## config.mk

```make
export PLATFORM = sky130hd
export DESIGN_NAME = fetch_rv32_flat
export DESIGN_NICKNAME = d
export VERILOG_FILES = /design/src/rtl/fetch_rv32_pkg.sv /design/src/rtl/fetch_rv32_if.sv /design/src/rtl/fetch_buffer_rv32.sv /design/src/rtl/fetch_rv32.sv /design/src/flat_wrapper.sv
export SDC_FILE = /design/constraint.sdc
export NUM_CORES = 1
export LEC_CHECK = 0
export BUFFER_PORTS_ARGS = -buffer_cell sky130_fd_sc_hd__buf_2
export CAP_MARGIN = 25
export CORE_MARGIN = 2
export CORE_UTILIZATION = 57
export CTS_BUF_LIST = sky130_fd_sc_hd__clkbuf_2
export CTS_CLUSTER_SIZE = 14
export DETAILED_ROUTE_END_ITERATION = 10
export PLACE_DENSITY = 0.81
export SLEW_MARGIN = 20
export SYNTH_ARGS = -nofsm -noshare
export SYNTH_HDL_FRONTEND = slang
export SYNTH_HIERARCHICAL = 1
export SYNTH_SLANG_ARGS = --single-unit
```

## constraint.sdc

```tcl
create_clock -name iCLK -period 3.6 [get_ports iCLK]
set_input_delay 0.36 -clock iCLK [delete_from_list [all_inputs] [get_ports iCLK]]
set_output_delay 0.36 -clock iCLK [all_outputs]
set_load 0.02 [all_outputs]
```

## src/rtl/fetch_rv32_pkg.sv

```systemverilog
// fetch_rv32 shared types and constants.
// Imported by the fetch stage, its buffer and its interface.
package fetch_rv32_pkg;

  localparam int XLEN = 32;
  localparam logic [XLEN-1:0] PC_STEP = 32'd4;
  localparam logic [XLEN-1:0] DEFAULT_RESET_PC = 32'h0000_0000;
  localparam logic [XLEN-1:0] INSTR_NOP = 32'h0000_0013;

  typedef struct packed {
    logic [XLEN-1:0] pc;
    logic [XLEN-1:0] instr;
  } entry_t;

endpackage

```

## src/rtl/fetch_rv32_if.sv

```systemverilog
// fetch_rv32 bus: cache request/response, redirect
// and the valid/ready hand-off to decode.
interface fetch_rv32_if;
  import fetch_rv32_pkg::*;

  logic [XLEN-1:0] oPCADDR;
  logic [XLEN-1:0] iPCDATA;
  logic            iStallI;
  logic            iBranchTaken;
  logic [XLEN-1:0] iBranchTarget;
  logic [XLEN-1:0] oInstr;
  logic [XLEN-1:0] oInstrPC;
  logic            oValid;
  logic            iReady;

  modport master (
    output oPCADDR, oInstr, oInstrPC, oValid,
    input  iPCDATA, iStallI, iBranchTaken,
    input  iBranchTarget, iReady
  );

  modport slave (
    input  oPCADDR, oInstr, oInstrPC, oValid,
    output iPCDATA, iStallI, iBranchTaken,
    output iBranchTarget, iReady
  );

endinterface

```

## src/rtl/fetch_buffer_rv32.sv

```systemverilog
// Small synchronous FIFO of {pc, instr} entries
// with flush; head is the oldest entry.
module fetch_buffer_rv32
  import fetch_rv32_pkg::*;
#(
  parameter int DEPTH = 2,
  localparam int CW = $clog2(DEPTH + 1),
  localparam int PW = (DEPTH > 1) ? $clog2(DEPTH) : 1
) (
  input  logic          clk,
  input  logic          rst_n,
  input  logic          push,
  input  entry_t        push_data,
  input  logic          pop,
  input  logic          flush,
  output logic [CW-1:0] count,
  output entry_t        head
);

  entry_t          mem [DEPTH];
  logic [PW-1:0]   rd_ptr;
  logic [PW-1:0]   wr_ptr;

  function automatic logic [PW-1:0] bump(
    input logic [PW-1:0] p
  );
    return (p == PW'(DEPTH - 1)) ? '0 : p + 1'b1;
  endfunction

  assign head = mem[rd_ptr];

  // Entry storage; cleared on reset so head reads zero.
  always_ff @(posedge clk or negedge rst_n) begin
    if (!rst_n) begin
      for (int i = 0; i < DEPTH; i++) mem[i] <= '0;
    end else if (push) begin
      mem[wr_ptr] <= push_data;
    end
  end

  // Pointers and occupancy; flush empties in one cycle.
  always_ff @(posedge clk or negedge rst_n) begin
    if (!rst_n) begin
      rd_ptr <= '0;
      wr_ptr <= '0;
      count  <= '0;
    end else if (flush) begin
      rd_ptr <= '0;
      wr_ptr <= '0;
      count  <= '0;
    end else begin
      if (pop) rd_ptr <= bump(rd_ptr);
      if (push) wr_ptr <= bump(wr_ptr);
      count <= count + CW'(push) - CW'(pop);
    end
  end

  a_no_overflow: assert property (
    @(posedge clk) disable iff (!rst_n)
    count <= CW'(DEPTH)
  );

endmodule

```

## src/rtl/fetch_rv32.sv

```systemverilog
// RV32 fetch stage: owns the PC, issues one cache
// read per cycle, absorbs stalls and redirects.
module fetch_rv32
  import fetch_rv32_pkg::*;
#(
  parameter logic [XLEN-1:0] RESET_PC = DEFAULT_RESET_PC,
  parameter int BUF_DEPTH = 2
) (
  input logic         iCLK,
  input logic         iRSTn,
  fetch_rv32_if.master bus
);

  localparam int CW = $clog2(BUF_DEPTH + 1);
  localparam int LW = CW + 1;

  logic [XLEN-1:0] pc;
  logic [XLEN-1:0] inflight_pc;
  logic            inflight;
  logic            valid;
  logic            pop;
  logic            accept;
  logic            issue;
  logic [CW-1:0]   count;
  logic [LW-1:0]   level;
  entry_t          head;
  entry_t          push_data;
  logic            unused_tgt;

  assign unused_tgt = ^bus.iBranchTarget[1:0];

  assign valid  = (count != '0);
  assign pop    = valid && bus.iReady;
  assign accept = inflight && !bus.iStallI
               && !bus.iBranchTaken;

  // Slots already spoken for after this cycle's pop.
  assign level = {1'b0, count} + LW'(inflight)
               - LW'(pop);
  assign issue = !bus.iStallI && !bus.iBranchTaken
              && (level < LW'(BUF_DEPTH));

  assign push_data = '{pc: inflight_pc,
                       instr: bus.iPCDATA};

  assign bus.oPCADDR  = pc;
  assign bus.oValid   = valid;
  assign bus.oInstr   = head.instr;
  assign bus.oInstrPC = head.pc;

  // PC and in-flight tracking; redirect beats stall.
  always_ff @(posedge iCLK or negedge iRSTn) begin
    if (!iRSTn) begin
      pc          <= RESET_PC;
      inflight    <= 1'b0;
      inflight_pc <= RESET_PC;
    end else if (bus.iBranchTaken) begin
      pc       <= {bus.iBranchTarget[XLEN-1:2], 2'b00};
      inflight <= 1'b0;
    end else if (issue) begin
      pc          <= pc + PC_STEP;
      inflight    <= 1'b1;
      inflight_pc <= pc;
    end else begin
      inflight <= 1'b0;
      if (bus.iStallI && inflight) pc <= inflight_pc;
    end
  end

  fetch_buffer_rv32 #(
    .DEPTH(BUF_DEPTH)
  ) u_buf (
    .clk      (iCLK),
    .rst_n    (iRSTn),
    .push     (accept),
    .push_data(push_data),
    .pop      (pop),
    .flush    (bus.iBranchTaken),
    .count    (count),
    .head     (head)
  );

endmodule

```

## src/flat_wrapper.sv

```systemverilog
// flat-port wrapper written by rule: the top's interface ports become plain ports
module fetch_rv32_flat import fetch_rv32_pkg::*;
#(
  parameter logic [XLEN-1:0] RESET_PC = DEFAULT_RESET_PC,
  parameter int BUF_DEPTH = 2
)
  (iCLK, iRSTn, bus_oPCADDR, bus_oInstr, bus_oInstrPC, bus_oValid, bus_iPCDATA, bus_iStallI, bus_iBranchTaken, bus_iBranchTarget, bus_iReady);
  fetch_rv32_if bus_i ();
  input logic iCLK;
  input logic iRSTn;
  output wire logic [$bits(bus_i.oPCADDR)-1:0] bus_oPCADDR;
  output wire logic [$bits(bus_i.oInstr)-1:0] bus_oInstr;
  output wire logic [$bits(bus_i.oInstrPC)-1:0] bus_oInstrPC;
  output wire logic [$bits(bus_i.oValid)-1:0] bus_oValid;
  input wire logic [$bits(bus_i.iPCDATA)-1:0] bus_iPCDATA;
  input wire logic [$bits(bus_i.iStallI)-1:0] bus_iStallI;
  input wire logic [$bits(bus_i.iBranchTaken)-1:0] bus_iBranchTaken;
  input wire logic [$bits(bus_i.iBranchTarget)-1:0] bus_iBranchTarget;
  input wire logic [$bits(bus_i.iReady)-1:0] bus_iReady;
  assign bus_oPCADDR = bus_i.oPCADDR;
  assign bus_oInstr = bus_i.oInstr;
  assign bus_oInstrPC = bus_i.oInstrPC;
  assign bus_oValid = bus_i.oValid;
  assign bus_i.iPCDATA = bus_iPCDATA;
  assign bus_i.iStallI = bus_iStallI;
  assign bus_i.iBranchTaken = bus_iBranchTaken;
  assign bus_i.iBranchTarget = bus_iBranchTarget;
  assign bus_i.iReady = bus_iReady;
  fetch_rv32 #(.RESET_PC(RESET_PC), .BUF_DEPTH(BUF_DEPTH)) u_core (.iCLK(iCLK), .iRSTn(iRSTn), .bus(bus_i));
endmodule
```

==> out/metrics.yaml <==
crit_path_end_kind: "register"
grt-ovfl-total: 0
seqCellArea_sq_um: 4930
yosysTopAreaCell: "dfrtp_1"
cts_buffers: 17
wl_um: 22500
critical_path_class: "reg -> reg"
clock-sinks: 197
worst_ir_drop_vdd_mv: 0.384
ys_warn_count: 6
pin_count: 166
cts.htree.levels: 4
use_met2: 0.408
postRouteAntennaNets: 0
cp-start-kind: "register"
busiest_layer: "met2"
hpwl_um: 14500
grt_start_max_net_pins: 89
drt_iter0_markers: 472
critical_path_arrival_ns: 4.06
clk_latency_ns: 0.75
fp.coreArea_sq_um: 16600
clockRootBuffer: "clkbuf_2"
tns_ns: 0
syn_nets: 870
fillers: 1216
die_y_um: 134
hold_path_class: "in -> reg"
start_util: 0.585
antenna_found_initial: 1
crit_required_ns: 4.28
drc: 0
gp_congestion: 0.842
final_nets: 1085
postSynthCellCount: 796
period_needed_ns: 3.38
worstMarginPinSlew_ns: 1.00
drv_cap: 0
cts_tree: "done"
clk_pin_slew_worst_paths_ns: 0.27
yosysMostFrequentCell: "dfrtp_1"
synth_seq_cells: 197
viasPerCell: 5.61
finalHoldViolations: 0
synth_edf_count: 0
multi_input_area_sq_um: 4340
drive_gt1_frac: 0.410
fin_crit_sh: 0.939
syn_avg_cell_area_sq_um: 12.2
slew_violations: 0
cp_max_fo: 27
cts_buffer_depth: 2
met3_usage: 0.0533
final-setup-viol-count: 0
syn_to_final_growth_pct: 18.0
status: "finished clean"
ys_seq_area_frac: 0.508
ys_types: 55
pwr_density_cell_nw_per_um2: 711
use_met1: 0.336
routedWlPerCell_um: 18.0
synth_area_leaders: "dfrtp_1 (51%), mux2_2 (15%), mux2_4 (9.9%), nand2_1 (4.4%), a21oi_1 (2.1%)"
port_buffers: 163
total_power_w: 0.00814
async_reset_ff_frac: 1.00
ys_top_cells_by_count: "dfrtp_1 (197), mux2_2 (127), nand2_1 (114)"
synth_top_area_frac: 0.508
finalClockSkew_ns: 0.0453
die_area_sq_um: 18100
dr.pass1.iters: 5
slew_headroom: 0.332
fmax_ghz: 0.296
placement_rows: 47
grt_pass1_vias: 6896
grt_setup_unrepaired: "no"
power.static_leakage_nw: 5.65
grt_pass1_wl_um: 35700
track_usage: 0.252
dr_total_vias: 6989
synthFlopType: "dfrtp_1"
die_w_um: 134
syn-cell-area_sq_um: 9700
-- registers in the layout, summed over array words and instances, names as in the netlist --
register	flops
u_core/bus.oPCADDR	32
u_core/inflight	1
u_core/inflight_pc	32
u_core/u_buf/count	2
u_core/u_buf/mem	128
u_core/u_buf/rd_ptr	1
u_core/u_buf/wr_ptr	1
-- cell usage in the layout, fill, tap and decap left out, drive strengths merged, types with 10 or more instances in the layout --
| cell type | n |
|---|---|
| inv | 18 |
| nand2 | 115 |
| o21ai | 29 |
| a21oi | 41 |
| buf | 180 |
| and3 | 12 |
| mux2 | 192 |
| nor2 | 25 |
| nand3 | 19 |
| dlygate4sd3 | 64 |
| a31oi | 10 |
| clkbuf | 21 |
| dfrtp | 197 |
| nor3 | 11 |
| xnor2 | 13 |
-- kinds of logic (layout without fill, tap and decap cells) --
group                      Yosys count  count (layout)  share of synthesized area
DFF                                197             197                      0.508
buffers and inverters               64             292                     0.0454
adders and majority gates            5               5                    0.00722
muxes                              198             198                      0.254
and+or+nand+nor                    211             211                      0.105
other                                0               1                          0
xor gates and xnor gates            21              21                     0.0204
AOI/OAI and AO/OA                  100             100                     0.0604
-- path summary, 6_finish.rpt --
kind | cells after the start | slack, ns | end | start
setup / recovery | 11 | 0.22 | u_core/bus.oPCADDR[20] | u_core/u_buf/count[1]
hold / removal | 5 | 0.1 | u_core/bus.oPCADDR[4] | bus_iBranchTaken
setup reg to reg | 11 | 0.22 | u_core/bus.oPCADDR[20] | u_core/u_buf/count[1]
hold reg to reg | 1 | 0.53 | u_core/u_buf/mem[39] | u_core/u_buf/mem[39]
max in group asynchronous | 3 | 2.53 | u_core/u_buf/mem[10] | iRSTn
min in group asynchronous | 2 | 0.18 | u_core/u_buf/mem[88] | iRSTn
-- timing repair --
| action | in CTS | in global routing |
|---|---|---|
| resized for setup | 0 | 0 |
| hold buffers | 64 | 0 |
| buffers inserted | 0 | 0 |
| hold endpoints to repair | 181 | 0 |
-- layout make-up --
| cell class | instances | share of cell area |
|---|---|---|
| Clock inverter | 12 | 0.00907 |
| Tap cell | 220 | 0.0240 |
| Sequential cell | 197 | 0.431 |
| Antenna cell | 1 | 0.000219 |
| Inverter | 15 | 0.00492 |
| Multi-Input combinational cell | 535 | 0.379 |
| Clock buffer | 20 | 0.00874 |
| Timing Repair Buffer | 245 | 0.143 |
-- power by group --
group          total (W)  switching [W]  internal [W]  leakage (nW)
Clock           0.000978       0.000722      0.000256         0.122
Combinational    0.00356        0.00188       0.00168          2.98
Sequential       0.00360       0.000663       0.00294          2.55
Total            0.00814        0.00327       0.00487          5.65
-- per-layer routing --
layer  routed length, um  vias to the layer above
li1                    -                     3227
met1                9870                     3457
met2               10600                      263
met3                1450                       42
met4                 585                        0
met5                   0                        -
-- per-stage QoR --
stage / instances / hold WS (ns) / instance area [sq um] / util / setup WS (ns)
after floorplan: 796 / 0.0644 / 9700 / - / 0.380
after global placement: 1148 / 0.470 / 10600 / 0.639 / 0.376
after detailed placement: 1148 / 0.470 / 10600 / 0.639 / 0.247
after CTS: 1244 / 0.00584 / 11400 / 0.690 / 0.212
after global routing: 1245 / 0.0189 / 11400 / 0.690 / 0.0682
final: 1245 / 0.0985 / 11400 / 0.690 / 0.219
-- critical path: stages (launching register included) --
cell and delay (ns):
dfrtp_1 0.49, or2_2 0.31, and2_1 0.20, ha_1 0.29, nand2b_1 0.15, fa_1 0.53
nor3b_1 0.38, nand2_2 0.13, buf_4 0.25, a31oi_1 0.21, o22ai_1 0.10, a221o_1 0.28
Note: power is estimated with default switching activity, not from simulation.
